`config.mk`:
```
export PLATFORM = sky130hd
export DESIGN_NAME = depth_slicer
export DESIGN_NICKNAME = d
export VERILOG_FILES = /design/src/rtl/depth_slicer.sv
export SDC_FILE = /design/constraint.sdc
export NUM_CORES = 1
export LEC_CHECK = 0
export CAP_MARGIN = 20
export CORE_MARGIN = 1
export CORE_UTILIZATION = 57
export CTS_CLUSTER_DIAMETER = 120
export DETAILED_ROUTE_END_ITERATION = 8
export PLACE_DENSITY = 0.88
export SLEW_MARGIN = 20
export SYNTH_ARGS = -nofsm -noshare
export SYNTH_HDL_FRONTEND = slang
export SYNTH_SLANG_ARGS = --single-unit
export TNS_END_PERCENT = 30
```
`constraint.sdc`:
```
create_clock -name i_CLK -period 6.2 [get_ports i_CLK]
set_input_delay 1.55 -clock i_CLK [delete_from_list [all_inputs] [get_ports i_CLK]]
set_output_delay 1.55 -clock i_CLK [all_outputs]
set_load 0.01 [all_outputs]
```
`src/rtl/depth_slicer.sv`:
```
// depth_slicer: tags each depth pixel with its threshold layer and counts pixels per layer per frame; DEPTH_SLICER_INVALID_EN makes depth 0 an uncounted invalid pixel
module depth_slicer #(
    parameter int p_depth_bit = 8,
    parameter int p_th_num    = 4,
    parameter int p_lbl_bit   = 3,
    parameter int p_dim_bit   = 10,
    parameter int p_cnt_bit   = 20
) (
    input  logic                                i_CLK,
    input  logic                                i_RST,
    input  logic [p_dim_bit-1:0]                i_WIDTH,
    input  logic [p_dim_bit-1:0]                i_HEIGHT,
    input  logic                                i_FRAME_START,
    input  logic                                i_TH_VALID,
    output logic                                o_TH_READY,
    input  logic [p_th_num*p_depth_bit-1:0]     i_HISTO_TH,
    input  logic                                i_DEPTH_VALID,
    output logic                                o_DEPTH_READY,
    input  logic [p_depth_bit-1:0]              i_DEPTH,
    output logic                                o_LABEL_VALID,
    input  logic                                i_LABEL_READY,
    output logic [p_lbl_bit-1:0]                o_LABEL,
    output logic [p_depth_bit-1:0]              o_DEPTH,
    output logic                                o_LAYER_CNT_VALID,
    output logic [(p_th_num+1)*p_cnt_bit-1:0]   o_LAYER_CNT,
`ifdef DEPTH_SLICER_INVALID_EN
    output logic [p_cnt_bit-1:0]                o_INVALID_CNT,
`endif
    output logic                                o_FRAME_DONE
);
    typedef enum logic [2:0] {IDLE, WAIT_TH, SLICE, DRAIN, DONE} state_t;
    state_t st, nxt;
    logic [p_dim_bit-1:0] w_r, h_r;
    logic [2*p_dim_bit-1:0] total, pix_idx;
    logic [p_th_num*p_depth_bit-1:0] th_r;
    logic [p_cnt_bit-1:0] cnt [p_th_num+1];
    logic [p_lbl_bit-1:0] lbl_n;
    logic th_hs, accept, last, out_free;

    assign total    = {{p_dim_bit{1'b0}}, w_r} * {{p_dim_bit{1'b0}}, h_r};
    assign th_hs    = o_TH_READY & i_TH_VALID;
    assign accept   = o_DEPTH_READY & i_DEPTH_VALID & ~i_FRAME_START;
    assign last     = pix_idx == total - (2*p_dim_bit)'(1);
    assign out_free = ~o_LABEL_VALID | i_LABEL_READY;

    always_comb begin
        lbl_n = '0;
        for (int k = 0; k < p_th_num; k++)
            lbl_n = lbl_n + p_lbl_bit'(i_DEPTH >= th_r[k*p_depth_bit +: p_depth_bit]);
`ifdef DEPTH_SLICER_INVALID_EN
        if (i_DEPTH == '0) lbl_n = '1;
`endif
    end

    always_ff @(posedge i_CLK) st <= i_RST ? IDLE : nxt;

    // a frame start from any state aborts whatever frame is in flight
    always_comb begin
        nxt = st;
        if (i_FRAME_START) nxt = WAIT_TH;
        else
            case (st)
                WAIT_TH: if (th_hs) nxt = total == '0 ? DONE : SLICE;
                SLICE:   if (accept && last) nxt = DRAIN;
                DRAIN:   if (out_free) nxt = DONE;
                default: nxt = IDLE;
            endcase
    end

    always_comb begin
        o_TH_READY    = st == WAIT_TH;
        o_DEPTH_READY = st == SLICE && out_free;
        o_FRAME_DONE  = st == DONE;
    end

    always_ff @(posedge i_CLK) begin
        if (i_RST) begin
            w_r               <= '0;
            h_r               <= '0;
            th_r              <= '0;
            pix_idx           <= '0;
            o_LABEL_VALID     <= 1'b0;
            o_LABEL           <= '0;
            o_DEPTH           <= '0;
            o_LAYER_CNT_VALID <= 1'b0;
        end else begin
            if (i_FRAME_START) begin
                w_r               <= i_WIDTH;
                h_r               <= i_HEIGHT;
                pix_idx           <= '0;
                o_LAYER_CNT_VALID <= 1'b0;
            end else if (nxt == DONE) o_LAYER_CNT_VALID <= 1'b1;
            if (th_hs) th_r <= i_HISTO_TH;
            if (accept) pix_idx <= pix_idx + (2*p_dim_bit)'(1);
            if (i_FRAME_START) o_LABEL_VALID <= 1'b0;
            else if (accept) begin
                o_LABEL_VALID <= 1'b1;
                o_LABEL       <= lbl_n;
                o_DEPTH       <= i_DEPTH;
            end else if (i_LABEL_READY) o_LABEL_VALID <= 1'b0;
        end
    end

    // invalid labels are all-ones, above every layer index, so they never hit a layer counter
    always_ff @(posedge i_CLK)
        for (int j = 0; j <= p_th_num; j++)
            if (i_RST || i_FRAME_START) cnt[j] <= '0;
            else if (accept && int'(lbl_n) == j && cnt[j] != '1) cnt[j] <= cnt[j] + p_cnt_bit'(1);

`ifdef DEPTH_SLICER_INVALID_EN
    always_ff @(posedge i_CLK)
        if (i_RST || i_FRAME_START) o_INVALID_CNT <= '0;
        else if (accept && i_DEPTH == '0 && o_INVALID_CNT != '1) o_INVALID_CNT <= o_INVALID_CNT + p_cnt_bit'(1);
`endif

    for (genvar j = 0; j <= p_th_num; j++) begin : g_cnt
        assign o_LAYER_CNT[j*p_cnt_bit +: p_cnt_bit] = cnt[j];
    end
endmodule

```
==> flow_summary_export.csv <==
group,metric,value,unit
critical_path,worstSetupPathType,"flop to flop",
detailed_routing,avgRoutedWirePerCell,16.3,microns
flow_run,maxCapViolations,0,
detailed_routing,vias_per_cell,5.69,
synth,ys_seq_area_share,35.0,%
sta,hold_viol,0,
critical_path,r2r-start,"w_r[5]$_SDFFE_PP0P_",
synth,syn_inst,1506,
synth,yosysTopAreaCell,"edfxtp_1",
sta,tightest_slew,1.09,ns
finish,drive_gt1_share,6.18,%
clock_network,clk_pin_slew,0.08,ns
sta,setup_viol,0,
floorplanning,die_w,157,microns
synth,syn_nets,1731,
sta,hold_slack,0.455,ns
critical_path,crit_required,6.52,ns
global_routing,grt.met2_usage,47.0,%
finish,mostFrequentLayoutCells,"nand2_1 (220), clkdlybuf4s50_1 (180), nor2_1 (177), inv_1 (104), edfxtp_1 (100)",
synth,ys_ff_latch,188,
detailed_routing,vias,11400,
critical_path,crit_path_max_incr_delay,0.55,ns
finish,fillCellCount,1650,
global_routing,grt.met1_usage,34.5,%
sta,skew,0.0143,ns
global_routing,met3_usage,4.87,%
critical_path,critical_path_depth,20,
finish,regArea,4780,sq um
clock_network,hold_buffers,0,
place,gp_congestion,0.881,
floorplanning,fp.dieArea,24500,sq um
global_routing,grt_max_degree,68,
floorplanning,initial_utilization,58.0,%
detailed_routing,ant_nets,0,
global_routing,grt_pass1_wl,53900,microns
clock_network,cts_buffer_depth,2,
finish,diodes,0,
global_routing,top_usage_layer,"met2",
global_routing,grt-ovfl-total,0,
synth,netlist_top_cells_area,"edfxtp_1 (22%), dfxtp_1 (13%), fa_1 (9.3%), ha_1 (8.8%), nand2_1 (6.1%)",
synth,syn_area_per_cell,9.04,sq um
finish,final_cells,2001,
power,max-vdd-ir-drop,128,uV
finish,multi_input_area,8220,sq um
synth,synth_edf_count,100,
power,p_leak,6.34,nW
place,place_hpwl,24300,microns
finish,area.growth.synth_to_final,20.5,%
clock_network,cts.sinks,188,
critical_path,worstPathMaxFanout,10,
synth,synth_cell_types,79,
critical_path,crit_arrival,6.25,ns
synth,synth_top_area_share,22.1,%
place,placed_area,15800,sq um
sta,rsz0062_at_grt,"false",
clock_network,cts_root_buffer,"clkbuf_16",
floorplanning,num_rows,56,
power,power.density,190,nW/um^2
synth,synth_warnings,0,
critical_path,crit_chain,"buf_4 -> nand2_1 -> fa_1 -> fa_1 -> fa_1 -> fa_1 -> inv_1 -> fa_1 -> ha_1 -> a21oi_1 -> o21ai_1 -> and2_1 -> nor3_1 -> a21oi_1 -> xor2_1 -> nor3_2 -> buf_4 -> and4_1 -> a32oi_1 -> a21oi_1",
clock_network,cts_tree,"done",
global_routing,track_usage,27.7,%
detailed_routing,drcViolationCount,0,
critical_path,critical-path-top-delay-family,"adder cells",
place,dp_cells,1968,
detailed_routing,drt-total-wl,32500,microns
floorplanning,die_h,157,microns
detailed_routing,dr.pass1.iters,5,
clock_network,numCtsBuffers,17,
synth,ys.flop_type,"edfxtp_1",
sta,min_period,5.93,ns
sta,report.final.slew_viol_count,0,
sta,tns,0,ns
critical_path,start_kind,"flop",
sta,timing.final.ws_setup,0.271,ns
critical_path,r2r_end,"o_LAYER_CNT_VALID$_SDFFE_PP0N_",
global_routing,antenna_found_initial,0,
sta,relSlewSlack,27.4,%
place,pre_cts_slack,0.0127,ns
detailed_routing,first_iter_violations,852,
critical_path,endpoint,"o_LAYER_CNT_VALID$_SDFFE_PP0N_",
sta,fmax,169,MHz
finish,final_area,16400,sq um
place,io_buffers,181,
critical_path,cp-end-kind,"flop",
critical_path,cpMostUsedCell,"fa_1",
global_routing,grt_pass1_vias,11100,
finish,nNetsFinal,1894,
critical_path,startpoint,"w_r[5]$_SDFFE_PP0P_",
floorplanning,pin_count,182,
clock_network,insertion_delay,0.45,ns
critical_path,r2r_cells,20,
critical_path,crit_slowest_cell,"fa_1",
run_status,status,"finished, final reports clean",
sta,period_share,95.6,%
synth,synthesis.area,13600,sq um
critical_path,path_buf_inv,3,
min_path,worstHoldPathType,"flop to flop",
floorplanning,core,23500,sq um
finish,final_common_cell,"nand2_1",
synth,synthArstFlopShare,0,%
clock_network,htreeDepth,4,
critical_path,r2r_slack,0.27,ns
## stage by stage
stage               power [mW]  utilization, %
global placement          2.02            67.2
floorplan                 1.83               -
global route              3.25            69.9
detailed placement        2.04            67.2
CTS                       3.11            69.6
finish                    3.12            69.9
## logic make-up (layout without fill, tap and decap cells)
group	Yosys count	count (layout)	synth area share, %
simple gates	650	650	22.6
mux	25	25	1.85
fa+ha+maj	159	159	18.1
buf+inv	171	347	4.86
flops	188	188	35.0
xor+xnor	140	140	9.22
compound gates	173	173	8.38
## Yosys cell counts (22+ instances only)
master	number
nor2_1	177
inv_1	104
nand3_1	61
and3_1	27
xor2_1	81
xnor2_1	56
clkbuf_1	58
nand2_1	220
nand2b_1	22
a21oi_1	84
fa_1	63
edfxtp_1	100
ha_1	96
mux2i_1	24
dfxtp_1	88
and2_1	50
## worst min path at each step
stage / startpoint / endpoint / slack [ns] / depth (start not counted)
6_report: th_r[7]$_SDFFE_PP0P_ / th_r[7]$_SDFFE_PP0P_ / 0.46 / 2
5_1_grt: th_r[10]$_SDFFE_PP0P_ / th_r[10]$_SDFFE_PP0P_ / 0.47 / 2
4_1_cts: o_LABEL[1]$_SDFFE_PP0P_ / o_LABEL[1]$_SDFFE_PP0P_ / 0.45 / 2
3_5_place_dp: o_LABEL[1]$_SDFFE_PP0P_ / o_LABEL[1]$_SDFFE_PP0P_ / 0.45 / 2
3_3_place_gp: o_LAYER_CNT_VALID$_SDFFE_PP0N_ / o_LAYER_CNT_VALID$_SDFFE_PP0N_ / 0.44 / 2
2_1_floorplan: th_r[10]$_SDFFE_PP0P_ / th_r[10]$_SDFFE_PP0P_ / 0.44 / 2
## state kept, by name, summed over array words and instances (netlist names)
register           cells
st                     3
h_r                   10
w_r                   10
o_LAYER_CNT_VALID      1
o_LABEL_VALID          1
o_LABEL                3
pix_idx               20
th_r                  32
cnt                  100
o_DEPTH                8
## power breakdown
| part | internal [mW] | total, mW | switching, mW |
|---|---|---|---|
| Combinational | 0.295 | 0.627 | 0.332 |
| Clock | 0.535 | 1.08 | 0.546 |
| Sequential | 1.35 | 1.41 | 0.0612 |
## layer usage
| layer | vias up | part of all wire (%) |
|---|---|---|
| li1 | 5391 | - |
| met1 | 5426 | 41 |
| met2 | 486 | 49 |
| met3 | 91 | 6.5 |
| met4 | 0 | 3.8 |
| met5 | - | 0 |
## final cells by class
type	count	share of cell area, %
Multi-Input combinational cell	1147	50.1
Tap cell	319	2.43
Clock inverter	15	0.900
Inverter	105	2.40
Sequential cell	188	29.1
Timing Repair Buffer	210	12.4
Clock buffer	17	2.59
## tightest hold or removal path: stages (launching register included)
cell and delay, ns:
dfxtp_1 0.31, nand2_1 0.05, a21oi_1 0.05
## what timing repair did
action,in CTS,in global routing
buffers inserted,0,1
resized for setup,1,16
endpoints found under the setup margin,2,4
pin swaps,0,1
(Power assumes the default switching activity.)
